[src/rtl/spi_flash_prog_ctrl.sv]
// SPI-NOR program/erase sequencer: WREN, then opcode/address/page data, with fixed busy-wait completion.
// Latency: first SPI byte 1 cycle after command capture (erase) or after the last page byte (program).
// Backpressure: cmd_ready only in IDLE, wr_ready only in FILL; each SPI byte is held until spi_ready.
module spi_flash_prog_ctrl #(
    parameter int PAGE_BYTES     = 256,
    parameter int CS_GAP_CYCLES  = 64,
    parameter int PP_WAIT_CYCLES = 81000,
    parameter int SE_WAIT_CYCLES = 10800000
) (
    input  logic        clk,
    input  logic        rst_n,
    input  logic        cmd_valid,
    output logic        cmd_ready,
    input  logic        cmd_op,
    input  logic [23:0] cmd_addr,
    input  logic [8:0]  cmd_len,
    input  logic [7:0]  wr_data,
    input  logic        wr_valid,
    output logic        wr_ready,
    output logic [7:0]  spi_data,
    output logic        spi_valid,
    input  logic        spi_ready,
    output logic        busy,
    output logic        done,
    output logic        err
);

    localparam int AW = (PAGE_BYTES > 1) ? $clog2(PAGE_BYTES) : 1;

    // Terminal counts; a zero parameter still spends one cycle in its state.
    localparam logic [31:0] GAP_LAST = (CS_GAP_CYCLES  == 0) ? 32'd0 : 32'(CS_GAP_CYCLES - 1);
    localparam logic [31:0] PP_LAST  = (PP_WAIT_CYCLES == 0) ? 32'd0 : 32'(PP_WAIT_CYCLES - 1);
    localparam logic [31:0] SE_LAST  = (SE_WAIT_CYCLES == 0) ? 32'd0 : 32'(SE_WAIT_CYCLES - 1);
    localparam logic [9:0]  PAGE_MAX = 10'(PAGE_BYTES);

    localparam logic [7:0] OP_WREN = 8'h06;
    localparam logic [7:0] OP_SE   = 8'h20;
    localparam logic [7:0] OP_PP   = 8'h02;

    typedef enum logic [3:0] {
        S_IDLE, S_FILL, S_WREN, S_GAP, S_OPC, S_ADDR, S_DATA, S_GAP2, S_WAIT, S_DONE
    } state_t;

    state_t      state_q, state_d;
    logic        op_q;
    logic [23:0] addr_q;
    logic [8:0]  len_q;
    logic [8:0]  idx_q, idx_d;
    logic [31:0] cnt_q, cnt_d;
    logic        vld_d;
    logic [7:0]  dat_d;

    logic [7:0]    page_buf [PAGE_BYTES];
    logic [7:0]    rd_dat;
    logic [AW-1:0] rd_addr;

    logic        cmd_fire, wr_fire, spi_fire;
    logic        len_ok, idx_last;
    logic [31:0] wait_last;

    assign cmd_fire  = cmd_valid && cmd_ready;
    assign wr_fire   = wr_valid && wr_ready;
    assign spi_fire  = spi_valid && spi_ready;
    assign idx_last  = (idx_q == len_q - 9'd1);
    assign wait_last = op_q ? PP_LAST : SE_LAST;

    // Program length must be 1..PAGE_BYTES and must not cross a 256-byte flash page.
    assign len_ok = (len_q != 9'd0)
                 && ({1'b0, len_q} <= PAGE_MAX)
                 && (({2'b00, addr_q[7:0]} + {1'b0, len_q}) <= 10'd256);

    assign cmd_ready = (state_q == S_IDLE);
    assign wr_ready  = (state_q == S_FILL) && len_ok;
    assign busy      = (state_q != S_IDLE) && !done;

    // Prefetch the byte after the one about to be presented, so DATA streams without bubbles.
    assign rd_addr = (state_d == S_DATA) ? AW'(idx_d + 9'd1) : '0;

    // Capture the command on the accepting handshake.
    always_ff @(posedge clk or negedge rst_n) begin
        if (!rst_n) begin
            op_q   <= 1'b0;
            addr_q <= '0;
            len_q  <= '0;
        end else if (cmd_fire) begin
            op_q   <= cmd_op;
            addr_q <= cmd_addr;
            len_q  <= cmd_len;
        end
    end

    // Page buffer: written during FILL, read one cycle ahead of the SPI data register.
    always_ff @(posedge clk) begin
        if (wr_fire) begin
            page_buf[idx_q[AW-1:0]] <= wr_data;
        end
        rd_dat <= page_buf[rd_addr];
    end

    // State, counters and the registered SPI byte interface.
    always_ff @(posedge clk or negedge rst_n) begin
        if (!rst_n) begin
            state_q   <= S_IDLE;
            idx_q     <= '0;
            cnt_q     <= '0;
            spi_valid <= 1'b0;
            spi_data  <= '0;
        end else begin
            state_q   <= state_d;
            idx_q     <= idx_d;
            cnt_q     <= cnt_d;
            spi_valid <= vld_d;
            spi_data  <= dat_d;
        end
    end

    // Next state; the next SPI byte is loaded on the edge that accepts the current one.
    always_comb begin
        state_d = state_q;
        idx_d   = idx_q;
        cnt_d   = cnt_q;
        vld_d   = spi_valid;
        dat_d   = spi_data;
        done    = 1'b0;
        err     = 1'b0;
        case (state_q)
            S_IDLE: begin
                if (cmd_fire) begin
                    idx_d = '0;
                    if (cmd_op) begin
                        state_d = S_FILL;
                    end else begin
                        state_d = S_WREN;
                        vld_d   = 1'b1;
                        dat_d   = OP_WREN;
                    end
                end
            end
            S_FILL: begin
                if (!len_ok) begin
                    done    = 1'b1;
                    err     = 1'b1;
                    state_d = S_IDLE;
                end else if (wr_valid) begin
                    if (idx_last) begin
                        idx_d   = '0;
                        state_d = S_WREN;
                        vld_d   = 1'b1;
                        dat_d   = OP_WREN;
                    end else begin
                        idx_d = idx_q + 9'd1;
                    end
                end
            end
            S_WREN: begin
                if (spi_fire) begin
                    state_d = S_GAP;
                    vld_d   = 1'b0;
                    cnt_d   = '0;
                end
            end
            S_GAP: begin
                if (cnt_q >= GAP_LAST) begin
                    state_d = S_OPC;
                    vld_d   = 1'b1;
                    dat_d   = op_q ? OP_PP : OP_SE;
                    cnt_d   = '0;
                end else begin
                    cnt_d = cnt_q + 32'd1;
                end
            end
            S_OPC: begin
                if (spi_fire) begin
                    state_d = S_ADDR;
                    dat_d   = addr_q[23:16];
                    idx_d   = '0;
                end
            end
            S_ADDR: begin
                if (spi_fire) begin
                    if (idx_q == 9'd2) begin
                        idx_d = '0;
                        if (op_q) begin
                            state_d = S_DATA;
                            dat_d   = rd_dat;
                        end else begin
                            state_d = S_GAP2;
                            vld_d   = 1'b0;
                            cnt_d   = '0;
                        end
                    end else begin
                        dat_d = (idx_q == 9'd0) ? addr_q[15:8] : addr_q[7:0];
                        idx_d = idx_q + 9'd1;
                    end
                end
            end
            S_DATA: begin
                if (spi_fire) begin
                    if (idx_last) begin
                        state_d = S_GAP2;
                        vld_d   = 1'b0;
                        cnt_d   = '0;
                    end else begin
                        dat_d = rd_dat;
                        idx_d = idx_q + 9'd1;
                    end
                end
            end
            S_GAP2: begin
                if (cnt_q >= GAP_LAST) begin
                    state_d = S_WAIT;
                    cnt_d   = '0;
                end else begin
                    cnt_d = cnt_q + 32'd1;
                end
            end
            S_WAIT: begin
                if (cnt_q >= wait_last) begin
                    state_d = S_DONE;
                    cnt_d   = '0;
                end else begin
                    cnt_d = cnt_q + 32'd1;
                end
            end
            S_DONE: begin
                done    = 1'b1;
                state_d = S_IDLE;
            end
            default: begin
                state_d = S_IDLE;
            end
        endcase
    end

endmodule

[config.mk]
export PLATFORM = sky130hd
export DESIGN_NAME = spi_flash_prog_ctrl
export DESIGN_NICKNAME = d
export VERILOG_FILES = /design/src/rtl/spi_flash_prog_ctrl.sv
export SDC_FILE = /design/constraint.sdc
export NUM_CORES = 2
export LEC_CHECK = 0
export ABC_AREA = 1
export BUFFER_PORTS_ARGS = -buffer_cell sky130_fd_sc_hd__buf_2
export CORE_ASPECT_RATIO = 1.25
export CORE_UTILIZATION = 35
export DETAILED_ROUTE_END_ITERATION = 6
export GPL_TIMING_DRIVEN = 1
export SETUP_SLACK_MARGIN = 0.5
export SLEW_MARGIN = 20
export SYNTH_ARGS = -nofsm -noshare
export SYNTH_HDL_FRONTEND = slang
export SYNTH_SLANG_ARGS = --single-unit
[constraint.sdc]
create_clock -name clk -period 4.6 [get_ports clk]
set_input_delay 0.46 -clock clk [delete_from_list [all_inputs] [get_ports clk]]
set_output_delay 0.46 -clock clk [all_outputs]
set_load 0.01 [all_outputs]
## Word-level counts from Yosys, hierarchy flattened

Memories as Yosys holds them, arrays and structs flattened. A register that Yosys moved wholly into a read port is not among the register bits.
Cells that the tools add are included.

- Flip-flop bits (word level): 88
- RAM bits: 2,048
- Input bits: 47
- Output and inout bits: 14
- Word-level logic and storage cells: 134
- Memories: 1

Memories:

| memory | depth | bits a word | read ports | clocked after memory_dff | write ports | line | text |
|---|---|---|---|---|---|---|---|
| page_buf | 256 | 8 | 1 | 1 | 1 | 53 | `logic [7:0] page_buf [PAGE_BYTES];` |

- $add $sub $neg: 5
- Magnitude comparators: 4
- Equality and inequality tests: 27
- Mux-type cells: 70
- Reduce and logical (&&, ||, !) cells: 19

Operators with widths:

| cell | number |
|---|---|
| 2-to-1 mux 32 bit | 8 |
| case mux 32 bit (5 select lines) | 1 |
| 2-to-1 mux 8 bit | 14 |
| 2-to-1 mux 9 bit | 9 |
| 2-to-1 mux 4 bit | 13 |
| case mux 8 bit (6 select lines) | 1 |
| case mux 9 bit (5 select lines) | 1 |
| case mux 4 bit (9 select lines) | 1 |
| adder 32 x 1 -> 32 bit (second input constant) | 1 |
| >= comparator 32 x 24 -> 1 bit | 1 |
| >= comparator 32 x 6 -> 1 bit (second input constant) | 1 |
| inequality test 2 bit (second input constant) | 13 |
| 2-to-1 mux 24 bit | 1 |
| equality test 4 x 3 -> 1 bit (second input constant) | 5 |
| 2-to-1 mux 1 bit | 17 |
| AND reduction 13 bit | 1 |
| AND reduction 12 bit | 1 |
| nonzero test 6 bit | 2 |
| adder 8 x 9 -> 10 bit | 1 |
| less-or-equal comparator 10 x 9 -> 1 bit (second input constant) | 1 |
| adder 9 x 1 -> 9 bit (second input constant) | 1 |
| equality test 9 x 2 -> 1 bit (second input constant) | 1 |
| equality test 9 bit | 1 |
| less-or-equal comparator 9 bit (second input constant) | 1 |
| 20 further kinds | 28 |

## Longest topological paths before layout

- Depth after elaboration: 8
- Mapped depth: 35
- Mapped depth without buffers: 32

## Worst setup path after synthesis

Ideal clock, no wire load.

- Path type: register to register
- Start: reg len_q[1]
- End: reg rd_dat[6], read port of page_buf
- Library setup time: 0.112 ns
- Arrival: 4.336 ns
- Data required time: 4.488 ns
- Slack: 0.151 ns
- Cell stages (with the launch flop): 36
- Path buffers: 5
- Period minus slack after synthesis: 4.449 ns
- Cell sequence: dfrtp_1 inv_1 ha_1 nand3_2 inv_2 nand2_1 nand2_1 nand2_1 nand2_1 nand3_1 nor2_4 nand2_4 ha_1 nand2_1 nand2_1 o211ai_1 o21ai_1 nand3b_1 clkbuf_1 clkbuf_1 ha_1 buf_1 nand3_2 buf_2 clkbuf_1 nor2_1 nand2_1 nand3_1 nand2_1 nand2_1 nand3_1 nand3_1 nand3_1 nand2_1 nand2_1 nand2_1

- Word-level cells in the longest chain between the ends: 8
- Elaborated cells on any way between the ends: 23
- Classes of those cells: 3 x add/sub; 2 x order compare; 2 x eq/ne; 13 x mux; 3 x reduce/logical

Ends and longest elaborated chain:

| what | line | text |
|---|---|---|
| from (decl) | 47 | `logic [8:0] len_q;` |
| from (signal assigned) | 88 | `len_q <= cmd_len;` |
| branches (longest 5 deep; another with adder 8 x 9 -> 10 bit) | n/a |  |
| case mux 9 bit (5 select lines) (*) | 126 | `case (state_q)` |
| via idx_d[0] | 48 | `logic [8:0] idx_q, idx_d;` |
| adder 8 x 1 -> 8 bit (*) | 77 | `assign rd_addr = (state_d == S_DATA) ? AW'(idx_d + 9'd1) : '0;` |
| 2-to-1 mux 8 bit (*) | 77 |  |
| to (decl) | 54 | `logic [7:0] rd_dat;` |

Mark *: on every way through the listed nets, which the timed path passes.
A chain may end at the register's enable or synchronous reset.

## Worst setup path in the final report

- Start: reg len_q[0]
- End: reg rd_dat[5], read port of page_buf

- Word-level cells in the longest chain between the ends: 8
- Elaborated cells on any way between the ends: 23
- Classes of those cells: 3 x add/sub; 2 x order compare; 2 x eq/ne; 13 x mux; 3 x reduce/logical

Ends and longest elaborated chain:

| what | line |
|---|---|
| branches (longest 7 deep; another with adder 8 x 9 -> 10 bit) | n/a |
| 2-to-1 mux 8 bit (*) | 77 |

Mark *: on every way between the ends.

==> impl_metrics.toml <==
[logic_synthesis]
ys_types = 69
ys_seq_area_share_pct = 64.27
synthCells = 10298
yosysTopAreaCell = "edfxtp_1"
synth_common_cells = "2,896 x nand2_1, 2,048 x edfxtp_1, 1,864 x inv_1"
synth.area.top_cells = "edfxtp_1 62%, nand2_1 11%, inv_1 7.0%"
yosysMostFrequentCell = "nand2_1"
syn-num-nets = 10375
synth_area_um2 = 99370
synth.top_cell.area_share_pct = 61.89
yosys_register_bits = 2144
async_flop_share_pct = 4.104
synth_edf_count = 2048
ys.flop_type = "edfxtp_1"
syn_area_per_cell_um2 = 9.649
yosys_warnings = 0

[setup_path]
path_buf_inv = 9
critPathTopFamily = "simple AND/OR/NAND/NOR gates"
slowest_delay_ns = 0.40
r2r_cells = 32
cp.required_ns = 5.39
startpoint = "len_q[0]"
critPathArrivalTime_ns = 5.30
critPathMaxFanout = 14
worstSetupEndpoint = "rd_dat[5]"
critPathKind = "reg -> reg"
cp-start-kind = "flip-flop"
r2r-end = "rd_dat[5]"
rrSetupSlack_ns = 0.08
crit_slowest_cell = "dfrtp_1"
critPathMostFrequentCell = "buf_4"
end_kind = "flip-flop"
r2r_start = "len_q[0]"
cp.depth = 32

[floorplanning]
die_area_um2 = 286000
die_y_um = 597.7
ioPinCount = 61
die_x_um = 478.6
coreArea_um2 = 282300
fp-row-count = 218
initial_core_util_pct = 35.20

[clock_tree]
cts_tree = "built"
htreeDepth = 4
clk_pin_slew_ns = 0.07
root_buffer = "clkbuf_16"
cts_buffers = 205
clk_path_buf_depth = 4
clk_latency_ns = 0.89
cts.sinks = 2144

[route]
wl_um = 316700
avgRoutedWirePerCell_um = 21.70
dr.pass1.iters = 7
postRouteAntennaNets = 0
vias_per_cell = 5.141
vias = 75025
drc = 0
drt_iter0_markers = 8097

[pwr]
p_leak_nw = 51.24
p_per_area_nw_per_um2 = 330.0
peakVddDrop_uv = 407.8

[global_routing]
grt_pass1_vias = 73310
antenna_found_initial = 9
top_usage_layer = "met2"
use_met3_pct = 2.739
grt_pass1_wl_um = 468400
overflow = 0
grt_util_met1_pct = 26.97
grt_max_degree = 138
gr-usage-met2_pct = 37.02
track_usage_pct = 21.60

[timing]
slew_headroom_pct = 28.45
skew_ns = 0.06491
tns_ns = 0
period_minus_slack_ns = 4.515
worst_slew_pin_slew_ns = 1.069
whs_ns = 0.08458
rsz0062_at_grt = "yes"
setup_viol = 0
report.final.slew_viol_count = 0
period_share_pct = 98.16
timing.fmax_mhz = 221.5
hold_violations = 0

[placement]
io_buffers = 60
gp_congestion = 0.9164
dpl-instance-area_um2 = 107800
dp_hpwl_um = 185800
place_inst = 14063

[layout]
layoutNonFillerInstCount = 14594
nets = 10763
stdcell_area_um2 = 119300
postLayoutCoreUtil_pct = 42.24
areaGrowthSynthToFinish_pct = 20.02
drive_above_1_share_pct = 13.28

[hold_path]
hold_path.class = "in -> reg"

[outcome]
status = "finished, final reports clean"

[run]
cap_violations = 0
-- registers in the layout (all words and copies together), names as in the netlist --
| name | cells |
|---|---|
| rd_dat | 8 |
| page_buf | 2048 |
| cnt_q | 32 |
| state_q | 4 |
| spi_valid | 1 |
| len_q | 9 |
| addr_q | 24 |
| spi_data | 8 |
| op_q | 1 |
| idx_q | 9 |
-- through the flow --
step                      total power, mW  worst slack (ns)
after floorplan                     21.91            0.5017
after global placement              22.43           -0.6568
after CTS                           39.56            0.1492
final                               39.35           0.08455
after global routing                40.26           -0.1543
after detailed placement            22.43           -0.6426
-- how the worst min path moves through the flow --
stage / from / end / slack, ns / depth (start not counted)
floorplan: rst_n / addr_q[0] / 0.16 / 0
global placement: cnt_q[30] / cnt_q[30] / 0.45 / 2
detailed placement: addr_q[11] / addr_q[11] / 0.45 / 2
CTS: wr_data[2] / page_buf[163][2] / 0.05 / 1
global route: wr_data[4] / page_buf[60][4] / 0.09 / 1
finish: wr_data[4] / page_buf[60][4] / 0.08 / 1
-- worst register-to-register path, delay by kind of cell (launching register included) --
kind | cells | cell delay [ns]
compound gates | 2 | 0.20
xor+xnor | 1 | 0.15
fa+ha+maj | 2 | 0.46
buf+inv | 9 | 1.37
flops | 1 | 0.40
simple gates | 18 | 1.84
-- kinds of logic after synthesis --
family,synth area share (%)
AND/OR/NAND/NOR,23.64
buffers and inverters,9.992
flip-flops,64.27
AO/OA/AOI/OAI,1.595
adder cells (fa/ha/maj),0.3853
XOR/XNOR,0.09696
multiplexers,0.02141
-- report_power, final --
group	switching [mW]	internal, mW	total (mW)
clock network	7.49	9.82	17.3
logic	0.520	0.138	0.659
registers	0.0149	21.4	21.4
total	8.02	31.3	39.4
-- metal layers --
layer | routed length, um | part of all wire [%]
met1 | 123000 | 39
met2 | 154100 | 49
met3 | 23510 | 7.4
met4 | 16140 | 5.1
met5 | 0 | 0
-- timing repair --
| item | in CTS | in global routing |
|---|---|---|
| pin swaps | 68 | 33 |
| hold endpoints to repair | 92 | 0 |
| resized for setup | 357 | 114 |
| cloned | 46 | 9 |
| hold buffers | 37 | 0 |
| buffers inserted | 55 | 9 |
| endpoints found under the setup margin | 587 | 365 |
-- placed cells by master, fill, tap and decap left out, types with 14 or more instances in the layout --
master,count
inv_2,16
clkinv_1,49
nor2_2,34
nand4_1,576
buf_4,459
dfrtp_1,88
o211ai_1,21
inv_1,1861
o21ai_0,129
ha_1,25
nand3_1,1156
nand2_1,2845
clkinv_2,37
dlygate4sd3_1,37
buf_6,33
clkbuf_1,32
or2_2,18
bufbuf_16,23
o21ai_1,40
nand2_2,48
clkbuf_16,219
buf_8,14
clkinvlp_4,15
a21oi_1,40
nand3_2,161
edfxtp_1,2048
nand3_4,53
nor3_1,17
buf_16,49
bufinv_16,26
nor2_1,352
buf_2,51
buf_12,124
-- cell type report --
type	instances	area (um2)
clock inverters	125	1286
multi-input cells	5641	27370
well taps	3740	4679
diodes	7	17.52
fillers	26615	163100
inverters	1892	7174
clock buffers	243	5400
repair buffers	798	9433
repair inverters	4	35.03
flip-flops and latches	2144	63860
No activity file was read; power rests on OpenSTA's default activity.
